--- config.mk ---
export PLATFORM = sky130hd
export DESIGN_NAME = icg_sleep_ctrl
export DESIGN_NICKNAME = d
export VERILOG_FILES = /design/src/rtl/icg_sleep_ctrl.sv
export SDC_FILE = /design/constraint.sdc
export NUM_CORES = 1
export LEC_CHECK = 0
export BUFFER_PORTS_ARGS = -buffer_cell sky130_fd_sc_hd__buf_2
export CAP_MARGIN = 5
export CORE_MARGIN = 4
export CORE_UTILIZATION = 30
export DETAILED_ROUTE_END_ITERATION = 12
export PLACE_DENSITY = 0.59
export RECOVER_POWER = 50
export SLEW_MARGIN = 20
export SYNTH_ARGS = -nofsm -noshare
export SYNTH_HDL_FRONTEND = slang
export SYNTH_SLANG_ARGS = --single-unit
--- constraint.sdc ---
create_clock -name clk_i -period 2.2 [get_ports clk_i]
set_input_delay 0.55 -clock clk_i [delete_from_list [all_inputs] [get_ports clk_i]]
set_output_delay 0.55 -clock clk_i [all_outputs]
set_load 0.01 [all_outputs]
--- src/rtl/icg_sleep_ctrl.sv ---
// Per-channel clock-gate controller for negative-edge ICG cells: wakes on request, ACKs after a
// programmable delay, re-gates after an idle hold-off. E/ACK/ALL_OFF are registered; TE follows SE.
module icg_sleep_ctrl #(
  parameter int NCH = 4,
  parameter int CW  = 4
) (
  input  logic           clk_i,
  input  logic           rn_i,
  input  logic [NCH-1:0] req_i,
  input  logic [NCH-1:0] force_on_i,
  input  logic [CW-1:0]  wake_cfg_i,
  input  logic [CW-1:0]  idle_cfg_i,
  input  logic           se_i,
  output logic [NCH-1:0] e_o,
  output logic [NCH-1:0] te_o,
  output logic [NCH-1:0] ack_o,
  output logic           all_off_o
);

  typedef enum logic [1:0] {
    ST_OFF  = 2'd0,
    ST_WAKE = 2'd1,
    ST_ON   = 2'd2,
    ST_IDLE = 2'd3
  } state_e;

  state_e         state_q [NCH];
  state_e         state_d [NCH];
  logic [CW-1:0]  cnt_q   [NCH];
  logic [CW-1:0]  cnt_d   [NCH];
  logic [NCH-1:0] e_q, e_d;
  logic [NCH-1:0] ack_q, ack_d;
  logic           all_off_q, all_off_d;
  logic [NCH-1:0] req_eff;

  assign req_eff = req_i | force_on_i;

  always_comb begin
    all_off_d = 1'b1;
    e_d       = '0;
    ack_d     = '0;
    for (int i = 0; i < NCH; i++) begin
      state_d[i] = state_q[i];
      cnt_d[i]   = cnt_q[i];
      unique case (state_q[i])
        ST_OFF: begin
          if (req_eff[i]) begin
            state_d[i] = ST_WAKE;
            cnt_d[i]   = wake_cfg_i;
          end
        end
        // A request dropped during wake is ignored; the requester always sees ACK once.
        ST_WAKE: begin
          if (cnt_q[i] == '0) state_d[i] = ST_ON;
          else                cnt_d[i]   = cnt_q[i] - CW'(1);
        end
        ST_ON: begin
          if (!req_eff[i]) begin
            state_d[i] = ST_IDLE;
            cnt_d[i]   = idle_cfg_i;
          end
        end
        ST_IDLE: begin
          if (req_eff[i])            state_d[i] = ST_ON;
          else if (cnt_q[i] == '0)   state_d[i] = ST_OFF;
          else                       cnt_d[i]   = cnt_q[i] - CW'(1);
        end
        default: begin
          state_d[i] = ST_OFF;
          cnt_d[i]   = '0;
        end
      endcase
      e_d[i]   = (state_d[i] != ST_OFF);
      ack_d[i] = (state_d[i] == ST_ON);
      if (state_d[i] != ST_OFF) all_off_d = 1'b0;
    end
  end

  always_ff @(posedge clk_i or negedge rn_i) begin
    if (!rn_i) begin
      for (int i = 0; i < NCH; i++) begin
        state_q[i] <= ST_OFF;
        cnt_q[i]   <= '0;
      end
      e_q       <= '0;
      ack_q     <= '0;
      all_off_q <= 1'b1;
    end else begin
      for (int i = 0; i < NCH; i++) begin
        state_q[i] <= state_d[i];
        cnt_q[i]   <= cnt_d[i];
      end
      e_q       <= e_d;
      ack_q     <= ack_d;
      all_off_q <= all_off_d;
    end
  end

  assign e_o       = e_q;
  assign ack_o     = ack_q;
  assign all_off_o = all_off_q;
  assign te_o      = {NCH{se_i}};

endmodule

## Word-level counts from Yosys, hierarchy flattened

Cells that the tools add are included.

| word-level totals | value |
|---|---|
| logic and storage cells | 108 |
| output and inout bits | 13 |
| input port bits | 19 |
| register bits after elaboration | 33 |

| operators by class | value |
|---|---|
| equality and inequality tests | 28 |
| $add $sub $neg | 4 |
| bitwise gates (word level) | 1 |
| multiplexer cells | 48 |
| reduce and logical (&&, ||, !) cells | 16 |

Operators with widths:

| operator | number |
|---|---|
| $mux W4 | 16 |
| $pmux W4 S4 | 4 |
| $mux W2 | 20 |
| $pmux W2 S4 | 4 |
| $eq A2 B2 Y1 const B | 12 |
| $ne A2 B2 Y1 const B | 12 |
| $logic_not A4 Y1 | 4 |
| $sub A4 B1 Y4 const B | 4 |
| $reduce_and A3 Y1 | 4 |
| $eq A2 B1 Y1 const B | 4 |
| $logic_not A2 Y1 | 4 |
| $reduce_bool A2 Y1 | 4 |
| $mux W1 | 4 |
| $or A4 B4 Y4 | 1 |

## Logic depth before layout (Yosys ltp)

| depth | value |
|---|---|
| depth in word-level cells | 9 |
| depth in mapped cells | 6 |
| gate-level depth less buffers | 6 |

## Worst setup path before layout

No wires, ideal clock.

| timing | value |
|---|---|
| kind | input-to-reg |
| start point | input port force_on_i[3] |
| end point | register cnt_q[3] in the netlist's numbering |
| stages | 5 |
| data required time | 2.096 ns |
| library setup time | 0.104 ns |
| arrival time | 1.441 ns |
| buffers on the path | 1 |
| path slack | 0.655 ns |
| cell sequence | o21ai_0 > nand2b_1 > or2_1 > buf_2 > a221oi_1 |

| between the ends | value |
|---|---|
| word-level cells in the longest chain between the ends | 3 |
| elaborated cells between the ends (all ways) | 5 |
| those cells by class | 3 x eq/ne; 1 x bitwise; 1 x reduce/logical |

Ends and longest elaborated chain:

| what | line | text |
|---|---|---|
| from (decl) | 10 | `input logic [NCH-1:0] force_on_i,` |
| $or A4 B4 Y4 (*) | 36 | `assign req_eff = req_i \| force_on_i;` |
| $ne A2 B2 Y1 (no source line) | n/a |  |
| $reduce_and A3 Y1 (no source line) (*) | n/a |  |
| to (signal, indexed assignment) | 91 | `cnt_q[i] <= cnt_d[i];` |
| to (decl) | 29 | `logic [CW-1:0] cnt_q [NCH];` |

Every way passes the cells marked *; elsewhere a longest branch is shown, timed or not.
A chain may end at the register's enable or synchronous reset.

## Worst setup path after layout

| timing | value |
|---|---|
| start point | register cnt_q[4] in the netlist's numbering |
| end point | register cnt_q[4] in the netlist's numbering |

| between the ends | value |
|---|---|
| word-level cells in the longest chain between the ends | 4 |
| elaborated cells between the ends (all ways) | 5 |
| those cells by class | 1 x add/sub; 3 x mux; 1 x reduce/logical |

Ends and longest elaborated chain:

| what | line | text |
|---|---|---|
| $sub A4 B1 Y4 / $logic_not A4 Y1 (equally long branches) | n/a |  |
| $mux W4 (*) | 54, 65 |  |
| $mux W4 | 64 | `if (req_eff[i]) state_d[i] = ST_ON;` |
| $pmux W4 S4 (*) | 45 | `unique case (state_q[i])` |

Every way passes the cells marked *; elsewhere a longest branch is shown, timed or not. The select of a mux whose other input is x is not followed.

==> flow_metrics.tcl <==
set metrics [dict create \
    synth-seq-cells 33 \
    clk_pin_slew_ps 70 \
    drv_cap 0 \
    final.fill_count 637 \
    setup_violations 0 \
    synth_top_family_by_area "simple AND/OR/NAND/NOR gates" \
    reg2reg_setup_slack_ps 500 \
    max_freq_mhz 587 \
    synth_edf_count 0 \
    routed-via-count 1433 \
    p_leak_nw 0.973 \
    core_mm2 0.00610 \
    grt_pass1_vias 1418 \
    root_buffer "clkbuf_8" \
    drive_above_1_share 0.241 \
    finalSetupTns_ps 0 \
    synthCells 192 \
    cp-start-kind "flip-flop" \
    fin_area_mm2 0.00214 \
    max_slew.worst_pin.slew_ps 749 \
    cts.htree.levels 2 \
    async_flop_share 1.00 \
    start_util 0.317 \
    syn-num-nets 215 \
    antenna_found_initial 0 \
    synth_ff_type "dfrtp_1" \
    insertion_delay_ps 280 \
    io_pins 32 \
    dr.pass1.iters 4 \
    grt_overflow_total 0 \
    clockPowerShare 0.172 \
    synth.top_cells.by_count "dfrtp_1, nor2_1, mux2i_1" \
    internal_power_mw 1.59 \
    period_share 0.774 \
    synth-adder-area-share 0.0259 \
    postCtsHoldBufs 0 \
    wl_per_cell_um 13.6 \
    num_rows 28 \
    yosysUniqueCellTypes 38 \
    synth.area.top_cells "dfrtp_1, mux2i_1, nor2_1, buf_4, mux2_2" \
    clkSinkCount 33 \
    synthSimpleGateAreaFrac 0.230 \
    dr.first_iter.drc_count 37 \
    synth_compound_area_frac 0.128 \
    grt_usage 0.110 \
    rsz0062_at_grt "false" \
    final_hold_viol_count 0 \
    cts_resized 0 \
    synth_top_area_frac 0.415 \
    setup.worst_path.end_class "flip-flop" \
    ant_nets 0 \
    status "finished clean" \
    die_y_um 88.2 \
    cts_tree "done" \
    ctsLongestPathBuffers 2 \
    antenna_cells 0 \
    post_cts_buffers 0 \
    grt_max_degree 34 \
    synthesis.area_mm2 0.00193 \
    yosysTopAreaCell "dfrtp_1" \
    cts_made_buffers 5 \
    p_switching_mw 1.03 \
    worstPathRequired_ps 2360 \
    syn_to_final_growth_pct 10.8 \
    synth.most_common_cell "dfrtp_1" \
    p_seq_frac 0.445 \
    path_class "flip-flop to flip-flop" \
    p_per_area_mw_per_mm2 1220 \
    drc 0 \
    die_area_mm2 0.00778 \
    viasPerCell 4.99 \
    sw_frac_of_total 0.393 \
    peakVddDrop_mv 0.471 \
    crit_fanout 5 \
    chipWidth_um 88.2 \
    fin_crit_ps 1700 \
    critPathArrivalTime_ps 1860 \
    final_core_util 0.351 \
    dpl_cell_area_mm2 0.00205 \
    place_congestion 0.748 \
    hold_path.class "input pin to async pin" \
    relSlewSlack 0.501 \
    synth.avg_cell_area_um2 10.1 \
    pwr-share-comb 0.383 \
    ys_seq_area_frac 0.428 \
    worst_clock_skew_ps 3.96 \
    place_hpwl_um 2880 \
    io_buffer_count 26 \
    fin_nets 234 \
    synthXorXnorAreaFrac 0 \
    synthMuxAreaShare 0.107 \
    maxSlewViolCount 0 \
    grt_pass1_wl_um 6560 \
    ys.warnings.count 0 \
    finalWirelength_um 3890 \
]
[critical path, stage by stage, from the launching register on]
cell and delay [ps]:
dfrtp_1 390, inv_1 60, ha_1 220, and4bb_2 270, nor3b_2 320, mux2i_1 220
o31ai_1 90
[state kept, by name (all words and copies together) (netlist names)]
name       cells
cnt_q         16
state_q        8
ack_o          4
e_o            4
all_off_o      1
[power by group through the flow]
stage	Sequential, mW	Clock (mW)	Combinational [mW]
3_3_place_gp	1.17	0	0.991
6_report	1.16	0.450	1.00
4_1_cts	1.17	0.464	1.02
5_1_grt	1.22	0.493	1.15
3_5_place_dp	1.17	0	1.01
2_1_floorplan	1.01	0	0.987
[placed cells by master, fill, tap and decap left out, types with 3 or more instances in the layout]
| cell | Yosys | routed |
|---|---|---|
| a21oi_1 | 7 | 7 |
| a221o_1 | 3 | 3 |
| and3_1 | 4 | 4 |
| and4bb_2 | 4 | 4 |
| buf_2 | 4 | 26 |
| clkbuf_8 | 0 | 5 |
| dfrtp_1 | 32 | 32 |
| ha_1 | 4 | 4 |
| inv_1 | 14 | 14 |
| mux2_2 | 5 | 5 |
| mux2i_1 | 15 | 15 |
| nand2_1 | 10 | 10 |
| nand4b_1 | 3 | 3 |
| nor2_1 | 20 | 20 |
| nor2b_1 | 5 | 5 |
| nor3_1 | 6 | 6 |
| nor4_1 | 3 | 3 |
| o211ai_1 | 4 | 4 |
| o21ai_0 | 11 | 11 |
[per-stage QoR]
stage | hold slack (ps) | power (mW) | setup slack (ps) | instances
after CTS | 356 | 2.65 | 488 | 287
after floorplan | 254 | 1.99 | 655 | 192
after global placement | 538 | 2.17 | 344 | 279
final | 326 | 2.61 | 497 | 287
after detailed placement | 543 | 2.19 | 363 | 279
after global routing | 387 | 2.86 | 320 | 287
[kinds of logic after synthesis]
logic type,after synthesis
compound gates,37
mux,20
fa+ha+maj,4
buf+inv,28
flops,33
simple gates,70
[final timing paths]
kind,start,endpoint,cells after the start
worst max-delay path,cnt_q[4],cnt_q[4],6
worst min-delay path,rn_i,ack_o[0],1
worst max register to register,cnt_q[4],cnt_q[4],6
worst min register to register,cnt_q[9],cnt_q[9],2
max in group asynchronous,rn_i,cnt_q[3],1
min in group clk_i,cnt_q[9],cnt_q[9],2
[area by class of cell]
| type | instances | area (um2) | share of cell area |
|---|---|---|---|
| multi-input cells | 131 | 948 | 0.444 |
| well taps | 75 | 93.8 | 0.0439 |
| clock buffers | 5 | 68.8 | 0.0322 |
| repair buffers | 26 | 130 | 0.0609 |
| clock inverters | 3 | 17.5 | 0.00819 |
| flip-flops and latches | 33 | 827 | 0.387 |
| inverters | 14 | 52.6 | 0.0246 |
[per-layer routing]
layer  GRT usage  wire, um  part of all wire  up-vias
li1            -         -                 -      721
met1       0.140      1870              0.48      681
met2       0.174      1740              0.45       27
met3      0.0363       229             0.059        4
met4      0.0385        46             0.012        0
met5           0         0                 0        -
Power figures use the tool's default switching activity.
